<file path="src/rtl/pe_conv_sequencer_if.sv">
// Handshake and PE-control bundle between the convolution sequencer (master)
// and its environment / PE instance (slave).
interface pe_conv_sequencer_if #(
  parameter int IDX_W  = 2,
  parameter int DATA_W = 8
);
  logic                 start;
  logic                 busy;
  logic                 done;
  logic [2*IDX_W-1:0]   pe_s0;
  logic [2*IDX_W-1:0]   pe_s1;
  logic                 pe_rst;
  logic                 pe_init;
  logic [DATA_W-1:0]    pe_out;
  logic                 res_valid;
  logic [1:0]           res_idx;
  logic [DATA_W-1:0]    res0;
  logic [DATA_W-1:0]    res1;
  logic [DATA_W-1:0]    res2;
  logic [DATA_W-1:0]    res3;

  modport master (
    input  start, pe_out,
    output busy, done, pe_s0, pe_s1, pe_rst, pe_init,
           res_valid, res_idx, res0, res1, res2, res3
  );

  modport slave (
    output start, pe_out,
    input  busy, done, pe_s0, pe_s1, pe_rst, pe_init,
           res_valid, res_idx, res0, res1, res2, res3
  );
endinterface

</file>
<file path="src/rtl/pe_conv_sequencer.sv">
// Sequences one PE through a full OSZ x OSZ valid convolution of a window by a
// KSZ x KSZ kernel and captures each flushed PE result into a small register file.
module pe_conv_sequencer #(
  parameter int KSZ    = 3,
  parameter int OSZ    = 2,
  parameter int IDX_W  = 2,
  parameter int DATA_W = 8
) (
  input  logic                  clk,
  input  logic                  rst_n,
  pe_conv_sequencer_if.master   bus
);

  localparam int KW = (KSZ > 1) ? $clog2(KSZ) : 1;
  localparam int OW = (OSZ > 1) ? $clog2(OSZ) : 1;
  localparam logic [KW-1:0] KLAST = KW'(KSZ - 1);
  localparam logic [OW-1:0] OLAST = OW'(OSZ - 1);

  typedef enum logic [2:0] {
    S_IDLE,
    S_CLEAR,
    S_MAC,
    S_FLUSH,
    S_DONE
  } state_t;

  state_t              state_q, state_d;
  logic [KW-1:0]       kr_q, kr_d, kc_q, kc_d;
  logic [OW-1:0]       orow_q, orow_d, ocol_q, ocol_d;
  logic                cap_q, cap_d;
  logic [1:0]          cap_idx_q, cap_idx_d;
  logic [DATA_W-1:0]   res_q [4];
  logic                res_valid_q;
  logic [1:0]          res_idx_q;

  logic                last_k, last_pos;
  logic [2*IDX_W-1:0]  s0_c, s1_c;
  logic                pe_rst_c, pe_init_c;

  assign last_k   = (kr_q == KLAST) && (kc_q == KLAST);
  assign last_pos = (orow_q == OLAST) && (ocol_q == OLAST);

  always_comb begin
    state_d   = state_q;
    kr_d      = kr_q;
    kc_d      = kc_q;
    orow_d    = orow_q;
    ocol_d    = ocol_q;
    cap_d     = 1'b0;
    cap_idx_d = cap_idx_q;
    s0_c      = '0;
    s1_c      = '0;
    pe_rst_c  = 1'b1;
    pe_init_c = 1'b0;

    case (state_q)
      S_IDLE: begin
        if (bus.start) state_d = S_CLEAR;
      end
      S_CLEAR: begin
        state_d = S_MAC;
      end
      S_MAC: begin
        pe_rst_c = 1'b0;
        s0_c     = {IDX_W'(ocol_q) + IDX_W'(kc_q), IDX_W'(orow_q) + IDX_W'(kr_q)};
        s1_c     = {IDX_W'(kr_q), IDX_W'(kc_q)};
        // Counters stop on the last tap so FLUSH keeps presenting the final selects.
        if (last_k) begin
          state_d = S_FLUSH;
        end else if (kc_q == KLAST) begin
          kc_d = '0;
          kr_d = kr_q + KW'(1);
        end else begin
          kc_d = kc_q + KW'(1);
        end
      end
      S_FLUSH: begin
        pe_init_c = 1'b1;
        s0_c      = {IDX_W'(ocol_q) + IDX_W'(kc_q), IDX_W'(orow_q) + IDX_W'(kr_q)};
        s1_c      = {IDX_W'(kr_q), IDX_W'(kc_q)};
        cap_d     = 1'b1;
        cap_idx_d = 2'(int'(orow_q) * OSZ + int'(ocol_q));
        kr_d      = '0;
        kc_d      = '0;
        if (last_pos) begin
          orow_d  = '0;
          ocol_d  = '0;
          state_d = S_DONE;
        end else begin
          if (ocol_q == OLAST) begin
            ocol_d = '0;
            orow_d = orow_q + OW'(1);
          end else begin
            ocol_d = ocol_q + OW'(1);
          end
          state_d = S_MAC;
        end
      end
      S_DONE: begin
        state_d = S_IDLE;
      end
      default: begin
        state_d = S_IDLE;
      end
    endcase
  end

  always_ff @(posedge clk or negedge rst_n) begin
    if (!rst_n) begin
      state_q   <= S_IDLE;
      kr_q      <= '0;
      kc_q      <= '0;
      orow_q    <= '0;
      ocol_q    <= '0;
      cap_q     <= 1'b0;
      cap_idx_q <= '0;
    end else begin
      state_q   <= state_d;
      kr_q      <= kr_d;
      kc_q      <= kc_d;
      orow_q    <= orow_d;
      ocol_q    <= ocol_d;
      cap_q     <= cap_d;
      cap_idx_q <= cap_idx_d;
    end
  end

  // The PE presents its latched result the cycle after FLUSH; capture it then.
  always_ff @(posedge clk or negedge rst_n) begin
    if (!rst_n) begin
      for (int i = 0; i < 4; i++) res_q[i] <= '0;
      res_valid_q <= 1'b0;
      res_idx_q   <= '0;
    end else begin
      res_valid_q <= cap_q;
      if (cap_q) begin
        res_q[cap_idx_q] <= bus.pe_out;
        res_idx_q        <= cap_idx_q;
      end
    end
  end

  assign bus.busy      = (state_q != S_IDLE);
  assign bus.done      = (state_q == S_DONE);
  assign bus.pe_s0     = s0_c;
  assign bus.pe_s1     = s1_c;
  assign bus.pe_rst    = pe_rst_c;
  assign bus.pe_init   = pe_init_c;
  assign bus.res_valid = res_valid_q;
  assign bus.res_idx   = res_idx_q;
  assign bus.res0      = res_q[0];
  assign bus.res1      = res_q[1];
  assign bus.res2      = res_q[2];
  assign bus.res3      = res_q[3];

endmodule

</file>
<file path="src/flat_wrapper.sv">
// flat-port wrapper written by rule: the top's interface ports become plain ports
module pe_conv_sequencer_flat 
#(
  parameter int KSZ    = 3,
  parameter int OSZ    = 2,
  parameter int IDX_W  = 2,
  parameter int DATA_W = 8
)
  (clk, rst_n, bus_start, bus_pe_out, bus_busy, bus_done, bus_pe_s0, bus_pe_s1, bus_pe_rst, bus_pe_init, bus_res_valid, bus_res_idx, bus_res0, bus_res1, bus_res2, bus_res3);
  pe_conv_sequencer_if #(.IDX_W(IDX_W), .DATA_W(DATA_W)) bus_i ();
  input  logic clk;
  input  logic rst_n;
  input wire logic [$bits(bus_i.start)-1:0] bus_start;
  input wire logic [$bits(bus_i.pe_out)-1:0] bus_pe_out;
  output wire logic [$bits(bus_i.busy)-1:0] bus_busy;
  output wire logic [$bits(bus_i.done)-1:0] bus_done;
  output wire logic [$bits(bus_i.pe_s0)-1:0] bus_pe_s0;
  output wire logic [$bits(bus_i.pe_s1)-1:0] bus_pe_s1;
  output wire logic [$bits(bus_i.pe_rst)-1:0] bus_pe_rst;
  output wire logic [$bits(bus_i.pe_init)-1:0] bus_pe_init;
  output wire logic [$bits(bus_i.res_valid)-1:0] bus_res_valid;
  output wire logic [$bits(bus_i.res_idx)-1:0] bus_res_idx;
  output wire logic [$bits(bus_i.res0)-1:0] bus_res0;
  output wire logic [$bits(bus_i.res1)-1:0] bus_res1;
  output wire logic [$bits(bus_i.res2)-1:0] bus_res2;
  output wire logic [$bits(bus_i.res3)-1:0] bus_res3;
  assign bus_i.start = bus_start;
  assign bus_i.pe_out = bus_pe_out;
  assign bus_busy = bus_i.busy;
  assign bus_done = bus_i.done;
  assign bus_pe_s0 = bus_i.pe_s0;
  assign bus_pe_s1 = bus_i.pe_s1;
  assign bus_pe_rst = bus_i.pe_rst;
  assign bus_pe_init = bus_i.pe_init;
  assign bus_res_valid = bus_i.res_valid;
  assign bus_res_idx = bus_i.res_idx;
  assign bus_res0 = bus_i.res0;
  assign bus_res1 = bus_i.res1;
  assign bus_res2 = bus_i.res2;
  assign bus_res3 = bus_i.res3;
  pe_conv_sequencer #(.KSZ(KSZ), .OSZ(OSZ), .IDX_W(IDX_W), .DATA_W(DATA_W)) u_core (.clk(clk), .rst_n(rst_n), .bus(bus_i));
endmodule
</file>
<file path="config.mk">
export PLATFORM = sky130hd
export DESIGN_NAME = pe_conv_sequencer_flat
export DESIGN_NICKNAME = d
export VERILOG_FILES = /design/src/rtl/pe_conv_sequencer_if.sv /design/src/rtl/pe_conv_sequencer.sv /design/src/flat_wrapper.sv
export SDC_FILE = /design/constraint.sdc
export NUM_CORES = 1
export LEC_CHECK = 0
export ABC_AREA = 0
export CORE_MARGIN = 5
export CORE_UTILIZATION = 36
export DETAILED_ROUTE_END_ITERATION = 8
export HOLD_SLACK_MARGIN = 0.1
export PLACE_DENSITY_LB_ADDON = 0.15
export SYNTH_ARGS = -nofsm -noshare
export SYNTH_HDL_FRONTEND = slang
export SYNTH_SLANG_ARGS = --single-unit
export TNS_END_PERCENT = 10
</file>
<file path="constraint.sdc">
create_clock -name clk -period 2.9 [get_ports clk]
set_clock_uncertainty 0.15 [all_clocks]
set_input_delay 0.435 -clock clk [delete_from_list [all_inputs] [get_ports clk]]
set_output_delay 0.435 -clock clk [all_outputs]
set_load 0.005 [all_outputs]
</file>
==> impl_summary.log, run 1 <==
INFO  metric clk_latency = 290 ps
INFO  metric synthesis.area = 1950 um^2
INFO  metric drc = 0
INFO  metric critPathCaptureType = output pin
INFO  metric pwr-share-clk = 0.258
INFO  metric tritoncts = yes
INFO  metric via_count = 1,258
INFO  metric cts_setup_buffers = 0
INFO  metric std_cell_rows = 26
INFO  metric yosys.cell_types.count = 31
INFO  metric r2r_start = u_core.cap_q
INFO  metric timing.critical_path.max_delay_family = simple AND/OR/NAND/NOR gates
INFO  metric maxSlewViolCount = 0
INFO  metric period_minus_slack = 2410 ps
INFO  metric reg2regPathDepth = 2
INFO  metric final_layout_size_suffix_gt1_frac = 0.235
INFO  metric ios = 58
INFO  metric fp.dieH = 83.6 um
INFO  metric drt_pre_antenna_iters = 4
INFO  metric yosys_warnings = 0
INFO  metric cp-start-kind = flip-flop
INFO  metric pwr_density_cell = 559 nW/um^2
INFO  metric timing.final.crit_share = 0.830
INFO  metric antenna_violating_nets_post_route = 0
INFO  metric max-cap-violations = 0
INFO  metric antennaDiodeCount = 0
INFO  metric synth_area_per_cell = 14.2 um^2
INFO  metric die_w = 83.6 um
INFO  metric timing.critical_path.arrival = 1820 ps
INFO  metric commonest_cells_after_routing_fill_and_taps_aside = sky130_fd_sc_hd__clkdlybuf4s50_1, sky130_fd_sc_hd__dfrtp_1, sky130_fd_sc_hd__mux2_2
INFO  metric grt_max_degree = 48
INFO  metric drt_iter0_drc = 22
INFO  metric clock_tree.buffer_depth = 2
INFO  metric routedWlPerCell = 16.0 um
INFO  metric critPathMaxFanout = 9
INFO  metric ff_to_ff_end = u_core.bus.res0[3]
INFO  metric globalplace.congestion = 0.834
INFO  metric cts-resized-gates = 0
INFO  metric fmax = 415 MHz
INFO  metric grt_setup_unrepaired = false
INFO  metric initial_core_util = 0.377
INFO  metric power_switching = 0.370 mW
INFO  metric power.combinational.fraction = 0.216
INFO  metric postCtsHoldBufs = 0
INFO  metric layout.cells.most_common = sky130_fd_sc_hd__clkdlybuf4s50_1
INFO  metric power_report.internal_total = 1.12 mW
INFO  metric leakage_power_of_the_design = 1.11 nW
INFO  metric maxSlewHeadroom = 0.305
INFO  metric place.detailed.hpwl = 3080 um
INFO  metric cts.clk_slew.worst_paths = 80 ps
INFO  metric power_frac_seq = 0.526
INFO  metric tightest_slew = 1040 ps
INFO  metric grt_first_pass_wirelength = 7180 um
INFO  metric via_count_of_the_first_global_routing_pass = 1,403
INFO  metric rrSetupSlack = 1200 ps
INFO  metric dieArea = 6980 um^2
INFO  metric critPathRequiredTime = 2320 ps
INFO  metric grt_antenna_before_repair = 0
INFO  metric synth_nets = 151
INFO  metric seq_area_frac_synth = 0.604
INFO  metric clock_root_buffer_master = sky130_fd_sc_hd__clkbuf_8
INFO  metric status = complete, no violations
INFO  metric timing_worst_setup_path_type = flip-flop to output pin
INFO  metric gr-total-overflow = 0
INFO  metric setup_total_negative_slack = 0 ps
INFO  metric design.core.area = 5170 um^2
INFO  metric crit_chain = nor2b_1 -> and2_1 -> clkdlybuf4s50_1
INFO  metric total_clock_buffers_created_by_cts = 5
INFO  metric groute.usage.overall = 0.127
INFO  metric via_per_inst = 4.73
INFO  metric layout.core_utilization = 0.515
INFO  metric critPathBufInv = 1
INFO  metric worst_hold_path_type = input pin to asynchronous set/reset pin
INFO  metric synthCells = 137
INFO  metric port_buffers = 57
INFO  metric clock-sinks = 47
INFO  metric finish.net_count = 210
INFO  metric synth.ff_latch_count = 47
INFO  metric vdd_drop_max = 0.300 mV
INFO  metric clock_tree.htree_level_count = 2
INFO  metric routed_wl = 4250 um
INFO  metric setup_violations = 0
INFO  metric cp-startpoint = u_core.state_q[1]
INFO  metric cp_slowest_cell = sky130_fd_sc_hd__clkdlybuf4s50_1
INFO  metric timing_hold_violations_final = 0
INFO  metric crit_path_max_incr_delay = 510 ps
INFO  metric area_growth_syn_to_layout = 36.6%
INFO  metric power.switching_fraction = 0.248
[flip-flops by register name (all words and copies together), names as in the netlist, 2 cells and up]
signal,flops
u_core.kr_q,2
u_core.state_q,3
u_core.kc_q,2
u_core.bus.res3,8
u_core.bus.res1,8
u_core.bus.res_idx,2
u_core.cap_idx_q,2
u_core.bus.res0,8
u_core.bus.res2,8
[kinds of logic (layout without fill, tap and decap cells)]
kind of cell	after synthesis	after routing	share of synthesized area
AO/OA/AOI/OAI	7	7	0.0270
XOR/XNOR	4	4	0.0180
adder cells (fa/ha/maj)	3	3	0.0193
buffers and inverters	8	67	0.0199
flip-flops	47	47	0.604
multiplexers	35	35	0.202
AND/OR/NAND/NOR	33	33	0.110
[synth_stat cells]
master,n,area [um^2]
sky130_fd_sc_hd__nand2b_1,2,12.5
sky130_fd_sc_hd__nor3b_1,2,15.0
sky130_fd_sc_hd__buf_4,1,7.51
sky130_fd_sc_hd__nand4b_1,1,8.76
sky130_fd_sc_hd__mux2_1,1,11.3
sky130_fd_sc_hd__inv_1,3,11.3
sky130_fd_sc_hd__o21ai_0,2,10.0
sky130_fd_sc_hd__o311ai_0,1,8.76
sky130_fd_sc_hd__and2_1,5,31.3
sky130_fd_sc_hd__a211oi_1,1,7.51
sky130_fd_sc_hd__xnor2_1,3,26.3
sky130_fd_sc_hd__o31ai_1,1,7.51
sky130_fd_sc_hd__nand3b_2,1,11.3
sky130_fd_sc_hd__a22o_1,1,8.76
sky130_fd_sc_hd__nand2_1,3,11.3
sky130_fd_sc_hd__nand4_1,1,6.26
sky130_fd_sc_hd__ha_1,3,37.5
sky130_fd_sc_hd__nand3_1,1,5.00
sky130_fd_sc_hd__dfrtp_1,47,1180
sky130_fd_sc_hd__nand3_2,2,20.0
sky130_fd_sc_hd__and3b_1,1,8.76
sky130_fd_sc_hd__buf_2,4,20.0
sky130_fd_sc_hd__xor2_1,1,8.76
sky130_fd_sc_hd__a221o_1,1,10.0
sky130_fd_sc_hd__nor2b_1,1,6.26
sky130_fd_sc_hd__mux2_2,34,383
sky130_fd_sc_hd__nor3b_4,1,18.8
sky130_fd_sc_hd__nor4bb_1,1,10.0
sky130_fd_sc_hd__or3b_1,1,8.76
sky130_fd_sc_hd__nor2_1,9,33.8
sky130_fd_sc_hd__or3_1,1,6.26
[stage by stage]
stage	std cells	setup slack (ps)	power (mW)	hold WS, ps	area [um^2]
detailed placement	259	818	1.12	343	2570
global placement	259	896	1.11	336	2570
floorplan	137	1420	0.917	-10.6	1950
global route	266	367	1.57	263	2660
finish	266	492	1.49	179	2660
CTS	266	473	1.52	202	2660
[routing by layer]
layer	track usage	wire length, um	vias up
li1	-	-	597
met3	0.0405	260	5
met1	0.168	1980	612
met4	0.0351	31	0
met5	0	0	-
met2	0.200	1980	44
[power groups by stage]
stage	combinational, mW	clock [mW]	sequential [mW]
after floorplan	0.142	0	0.775
after global placement	0.319	0	0.791
after detailed placement	0.326	0	0.795
after CTS	0.329	0.405	0.783
after global routing	0.353	0.427	0.793
final	0.322	0.383	0.782
[worst max-delay path by stage]
stage / end / slack [ps] / cells past startpoint
final: bus_pe_s1[0] / 490 / 3
after global routing: bus_pe_s1[0] / 370 / 3
after CTS: bus_pe_s1[0] / 470 / 3
after detailed placement: bus_pe_s1[0] / 820 / 3
after global placement: bus_pe_s0[1] / 900 / 3
after floorplan: u_core.kr_q[0] / 1420 / 5
[area by class of cell]
type,count,area [um^2]
Clock inverter,1,5.00
Multi-Input combinational cell,82,733
Timing Repair Buffer,57,566
Sequential cell,47,1180
Tap cell,70,87.6
Fill cell,439,2510
Clock buffer,6,82.6
Inverter,3,11.3
Power figures use the tool's default switching activity.
==> inputs of run 2 (changes only) <==
==> constraint.sdc (replaced) <==
create_clock -name clk -period 2.39 [get_ports clk]
set_clock_uncertainty 0.15 [all_clocks]
set_input_delay 0.3585 -clock clk [delete_from_list [all_inputs] [get_ports clk]]
set_output_delay 0.3585 -clock clk [all_outputs]
set_load 0.005 [all_outputs]
==> run 2 against run 1 <==
Clock power increased by 55%. Combinational power increased by 22%. Flip-flop and latch count unchanged. First-iteration DRC count increased by 9.1%. Cell count increased by 1.1%. Worst setup slack got worse by 330 ps. Sequential share of layout area decreased by 0.82 points. Final area increased by 1.9%. Die area unchanged. Critical path depth unchanged. Critical path type unchanged.
==> impl_summary.log, run 2 (synthesis gave the netlist of run 1 again) <==
INFO  metric status = complete, no violations
INFO  metric ff_to_ff_end = u_core.bus.res0[3]
INFO  metric antenna_violating_nets_post_route = 0
INFO  metric setup_total_negative_slack = 0 ps
INFO  metric via_count_of_the_first_global_routing_pass = 1,442
INFO  metric critPathRequiredTime = 1880 ps
INFO  metric grt_antenna_before_repair = 0
INFO  metric fmax = 448 MHz
INFO  metric worstHoldStart = u_core.bus.res2[6]
INFO  metric clock_root_buffer_master = sky130_fd_sc_hd__clkbuf_8
INFO  metric area_growth_syn_to_layout = 39.2%
INFO  metric pwr_density_cell = 713 nW/um^2
INFO  metric cp-start-kind = flip-flop
INFO  metric reg2regPathDepth = 2
INFO  metric routedWlPerCell = 15.9 um
INFO  metric max-cap-violations = 0
INFO  metric timing_hold_violations_final = 0
INFO  metric globalplace.congestion = 0.816
INFO  metric clock_tree.htree_level_count = 2
INFO  metric design.core.area = 5170 um^2
INFO  metric final_layout_size_suffix_gt1_frac = 0.246
INFO  metric finish.net_count = 212
INFO  metric cts.clk_slew.worst_paths = 90 ps
INFO  metric initial_core_util = 0.377
INFO  metric tightest_slew = 521 ps
INFO  metric drt_iter0_drc = 24
INFO  metric timing.final.crit_share = 0.933
INFO  metric std_cell_rows = 26
INFO  metric vdd_drop_max = 0.336 mV
INFO  metric fillCellCount = 434
INFO  metric crit_chain = nand2b_1 -> nor2_1 -> clkdlybuf4s50_1
INFO  metric crit_path_max_incr_delay = 520 ps
INFO  metric routed_wl = 4280 um
INFO  metric timing.critical_path.max_delay_family = buffers and inverters
INFO  metric drc = 0
INFO  metric timing_worst_setup_path_type = flip-flop to output pin
INFO  metric cts_setup_buffers = 0
INFO  metric leakage_power_of_the_design = 1.14 nW
INFO  metric clk_latency = 290 ps
INFO  metric drt_pre_antenna_iters = 2
INFO  metric via_count = 1,269
INFO  metric power.total = 1.93 mW
INFO  metric cp-startpoint = u_core.state_q[2]
INFO  metric via_per_inst = 4.72
INFO  metric tritoncts = yes
INFO  metric critPathMaxFanout = 9
INFO  metric place.detailed.hpwl = 3210 um
INFO  metric gr-total-overflow = 0
INFO  metric r2r_start = u_core.cap_q
INFO  metric antennaDiodeCount = 0
INFO  metric fp.dieH = 83.6 um
INFO  metric critPathCaptureType = output pin
INFO  metric die_w = 83.6 um
INFO  metric setup_violations = 0
INFO  metric grt_first_pass_wirelength = 7350 um
INFO  metric grt_max_degree = 27
INFO  metric groute.usage.overall = 0.131
INFO  metric timing.critical_path.arrival = 1720 ps
INFO  metric period_minus_slack = 2230 ps
INFO  metric port_buffers = 57
INFO  metric dieArea = 6980 um^2
INFO  metric clock_tree.buffer_depth = 2
INFO  metric critPathBufInv = 1
INFO  metric worst_hold_path.num_cells = 1
INFO  metric total_clock_buffers_created_by_cts = 5
INFO  metric clock-sinks = 47
INFO  metric layout.cells.most_common = sky130_fd_sc_hd__clkdlybuf4s50_1
INFO  metric rrSetupSlack = 690 ps
INFO  metric grt_setup_unrepaired = false
INFO  metric commonest_cells_after_routing_fill_and_taps_aside = sky130_fd_sc_hd__clkdlybuf4s50_1, sky130_fd_sc_hd__dfrtp_1, sky130_fd_sc_hd__mux2_2
INFO  metric ios = 58
INFO  metric cp_depth = 3
INFO  metric cp_slowest_cell = sky130_fd_sc_hd__clkdlybuf4s50_1
INFO  metric worst_hold_path_type = flip-flop to flip-flop
INFO  metric hold-path-endpoint = u_core.bus.res2[6]
INFO  metric maxSlewViolCount = 0
INFO  metric maxSlewHeadroom = 0.653
## run 2: cell count changes in the layout (fill, tap and decap cells not counted)
| cell | before | now |
|---|---|---|
| sky130_fd_sc_hd__buf_4 | 0 | 1 |
| sky130_fd_sc_hd__bufinv_16 | 0 | 1 |
| sky130_fd_sc_hd__dlygate4sd3_1 | 0 | 1 |
| sky130_fd_sc_hd__nor2b_1 | 1 | 0 |
| sky130_fd_sc_hd__nor2b_2 | 0 | 1 |
## run 2: worst max path at each step
stage | endpoint | slack [ps]
2_1_floorplan | u_core.kr_q[0] | 910
3_3_place_gp | bus_pe_s1[0] | 470
3_5_place_dp | bus_pe_s0[0] | 420
4_1_cts | bus_pe_s0[0] | 70
5_1_grt | bus_pe_s0[3] | 40
6_report | bus_pe_s1[2] | 160
## run 2: per-stage QoR
stage	hold WS [ps]	utilization	instances	worst slack, ps	cell area, um^2
2_1_floorplan	-87.1	-	137	910	1950
3_3_place_gp	193	0.499	260	467	2580
3_5_place_dp	203	0.499	260	421	2580
4_1_cts	361	0.524	269	66.1	2710
5_1_grt	377	0.524	269	44.4	2710
6_report	358	0.524	269	159	2710
## run 2: where the power goes
part	internal (mW)	switching, mW
Clock	0.339	0.255
Sequential	0.874	0.0748
Combinational	0.257	0.135
## run 2: area by class of cell
type | count | area (um^2) | share of cell area
timing repair buffer | 59 | 583 | 0.215
clock buffer | 6 | 82.6 | 0.0305
clock inverter | 2 | 35.0 | 0.0129
sequential | 47 | 1180 | 0.434
inverter | 3 | 11.3 | 0.00415
tap | 70 | 87.6 | 0.0323
multi-input combinational | 82 | 736 | 0.271
## run 2: metal layers
layer,GRT usage,up-vias,wire length (um)
met2,0.223,41,2150
met5,0,-,0
met4,0.0307,0,15
met3,0.0424,2,285
met1,0.159,627,1840
li1,-,599,-
## run 2: timing repair
| action | 4_1_cts | 5_1_grt |
|---|---|---|
| endpoints found under the setup margin | 0 | 2 |
| endpoints found under the hold margin | 21 | 0 |
| resized for setup | 0 | 1 |
| hold buffers | 1 | 0 |
==> inputs of run 3 (changes only) <==
--- a/config.mk
+++ b/config.mk
@@ -6,8 +6,9 @@
 export NUM_CORES = 1
 export LEC_CHECK = 0
 export ABC_AREA = 0
-export CORE_MARGIN = 5
+export CORE_MARGIN = 3
 export CORE_UTILIZATION = 36
+export CTS_CLUSTER_SIZE = 30
 export DETAILED_ROUTE_END_ITERATION = 8
 export HOLD_SLACK_MARGIN = 0.1
 export PLACE_DENSITY_LB_ADDON = 0.15
==> run 3 against run 2 <==
Sequential share of layout area increased by 0.59 points. Power decreased by 7.7%. Clock power decreased by 25%. Wire length decreased by 4.5%. First-iteration DRC count increased by 110%. Maximum frequency decreased by 0.10%. Register-to-register slack improved by 20 ps. Hold slack about the same. Clock-buffer cell count increased by 1. Critical endpoint is now bus_pe_s1[0]. Die area decreased by 9.3%.
==> impl_summary.log, run 3 (synthesis gave the netlist of run 1 again) <==
INFO  metric final_area = 2680 um^2
INFO  metric fmax = 448 MHz
INFO  metric drc = 0
INFO  metric fillCellCount = 428
INFO  metric critPathCaptureType = output pin
INFO  metric gr-total-overflow = 0
INFO  metric critPathRequiredTime = 1880 ps
INFO  metric worstHoldStart = u_core.bus.res2[3]
INFO  metric worst_hold_path.num_cells = 1
INFO  metric drt_pre_antenna_iters = 4
INFO  metric antennaDiodeCount = 0
INFO  metric fp.dieH = 79.6 um
INFO  metric status = complete, no violations
INFO  metric clock_tree.htree_level_count = 2
INFO  metric antenna_violating_nets_post_route = 0
INFO  metric pwr_density_cell = 668 nW/um^2
INFO  metric period_minus_slack = 2230 ps
INFO  metric power_report.internal_total = 1.34 mW
INFO  metric ios = 58
INFO  metric sequential_cell_area = 1180 um^2
INFO  metric r2r_start = u_core.cap_q
INFO  metric ff_to_ff_end = u_core.bus.res0[0]
INFO  metric finish.net_count = 212
INFO  metric cts.clk_slew.worst_paths = 80 ps
INFO  metric via_count = 1,287
INFO  metric worst_hold_path_type = flip-flop to flip-flop
INFO  metric power.combinational.fraction = 0.219
INFO  metric die_w = 79.6 um
INFO  metric hold-path-endpoint = u_core.bus.res2[3]
INFO  metric timing_worst_setup_path_type = flip-flop to output pin
INFO  metric timing.final.crit_share = 0.934
INFO  metric reg2regPathDepth = 2
INFO  metric area_growth_syn_to_layout = 37.3%
INFO  metric clk_latency = 280 ps
INFO  metric setup_total_negative_slack = 0 ps
INFO  metric grt_antenna_before_repair = 0
INFO  metric timing_hold_violations_final = 0
INFO  metric leakage_power_of_the_design = 1.12 nW
INFO  metric place.detailed.hpwl = 3010 um
INFO  metric power.switching_fraction = 0.251
INFO  metric routedWlPerCell = 15.2 um
INFO  metric timing.critical_path.arrival = 1720 ps
INFO  metric groute.usage.overall = 0.143
INFO  metric design.core.area = 5170 um^2
INFO  metric layout.cells.most_common = sky130_fd_sc_hd__clkdlybuf4s50_1
INFO  metric grt_first_pass_wirelength = 6960 um
INFO  metric maxSlewViolCount = 0
INFO  metric maxSlewHeadroom = 0.650
INFO  metric routed_wl = 4090 um
INFO  metric fin_cells = 269
INFO  metric critPathMaxFanout = 9
INFO  metric pwr-share-clk = 0.250
INFO  metric initial_core_util = 0.377
INFO  metric dpl-instance-area = 2580 um^2
INFO  metric final_layout_size_suffix_gt1_frac = 0.236
INFO  metric rrSetupSlack = 710 ps
INFO  metric max-cap-violations = 0
INFO  metric dp_cells = 260
INFO  metric total_clock_buffers_created_by_cts = 5
INFO  metric clock-sinks = 47
INFO  metric placement.setup.worst_slack = 408 ps
INFO  metric tritoncts = yes
INFO  metric setup_violations = 0
INFO  metric grt_max_degree = 26
INFO  metric power_switching = 0.449 mW
INFO  metric globalplace.congestion = 0.811
INFO  metric tightest_slew = 525 ps
INFO  metric grt_setup_unrepaired = false
INFO  metric cp-start-kind = flip-flop
INFO  metric vdd_drop_max = 0.306 mV
INFO  metric port_buffers = 57
INFO  metric setup_slack = 157 ps
INFO  metric dieArea = 6330 um^2
INFO  metric clock_tree.buffer_depth = 2
INFO  metric power_frac_seq = 0.531
INFO  metric multiInputGateArea = 736 um^2
INFO  metric commonest_cells_after_routing_fill_and_taps_aside = sky130_fd_sc_hd__clkdlybuf4s50_1, sky130_fd_sc_hd__dfrtp_1, sky130_fd_sc_hd__mux2_2
INFO  metric std_cell_rows = 26
INFO  metric via_count_of_the_first_global_routing_pass = 1,375
INFO  metric via_per_inst = 4.78
INFO  metric drt_iter0_drc = 51
INFO  metric clock_root_buffer_master = sky130_fd_sc_hd__clkbuf_8
## run 3: cell types whose count changed in the layout (fill, tap and decap cells not counted)
cell / before / now
sky130_fd_sc_hd__clkbuf_8: 6 / 5
sky130_fd_sc_hd__clkbuf_1: 0 / 2
sky130_fd_sc_hd__bufinv_16: 1 / 0
## run 3: through the flow
stage                      util  total power, mW  hold WS, ps
after floorplan               -             1.11        -87.1
after global routing      0.517             1.89          371
after CTS                 0.517             1.81          363
final                     0.517             1.79          358
after detailed placement  0.499             1.36          215
after global placement    0.499             1.35          198
## run 3: worst max-delay path by stage
| stage | start | to | slack (ps) |
|---|---|---|---|
| after global placement | u_core.state_q[2] | bus_pe_s0[1] | 460 |
| after floorplan | u_core.kr_q[0] | u_core.kr_q[0] | 910 |
| after detailed placement | u_core.state_q[1] | bus_pe_s1[0] | 410 |
| final | u_core.state_q[1] | bus_pe_s1[0] | 160 |
| after global routing | u_core.state_q[1] | bus_pe_s1[0] | 20 |
| after CTS | u_core.state_q[1] | bus_pe_s1[0] | 70 |
## run 3: area by class of cell
type / instances / area share
Sequential cell: 47 / 0.440
Clock inverter: 1 / 0.00187
Clock buffer: 7 / 0.0285
Multi-Input combinational cell: 82 / 0.275
Timing Repair Buffer: 59 / 0.218
Tap cell: 70 / 0.0327
Inverter: 3 / 0.00421
## run 3: worst max-delay path, cell delays in order, from the launching register on
cell,delay (ps)
sky130_fd_sc_hd__dfrtp_1,470
sky130_fd_sc_hd__nor2b_2,280
sky130_fd_sc_hd__and2_1,180
sky130_fd_sc_hd__clkdlybuf4s50_1,510
## run 3: what timing repair did
action / 4_1_cts / 5_1_grt
endpoints found under the setup margin: 0 / 4
setup buffers: 0 / 0
gates resized for setup: 0 / 1
endpoints found under the hold margin: 22 / 0
hold buffers: 1 / 0
## run 3: layer usage
metal  share of wire  vias to the layer above  GRT usage  wire, um
met3           0.059                        4     0.0406       243
met5               0                        -          0         0
met4          0.0093                        0     0.0412        38
met2            0.47                       44      0.229      1920
li1                -                      605          -         -
met1            0.46                      634      0.189      1890
## run 3: power groups by stage
stage	logic [mW]	clock network, mW	registers (mW)
after floorplan	0.172	0	0.941
after global placement	0.387	0	0.960
after detailed placement	0.394	0	0.965
after CTS	0.399	0.464	0.949
after global routing	0.435	0.495	0.964
final	0.391	0.446	0.949
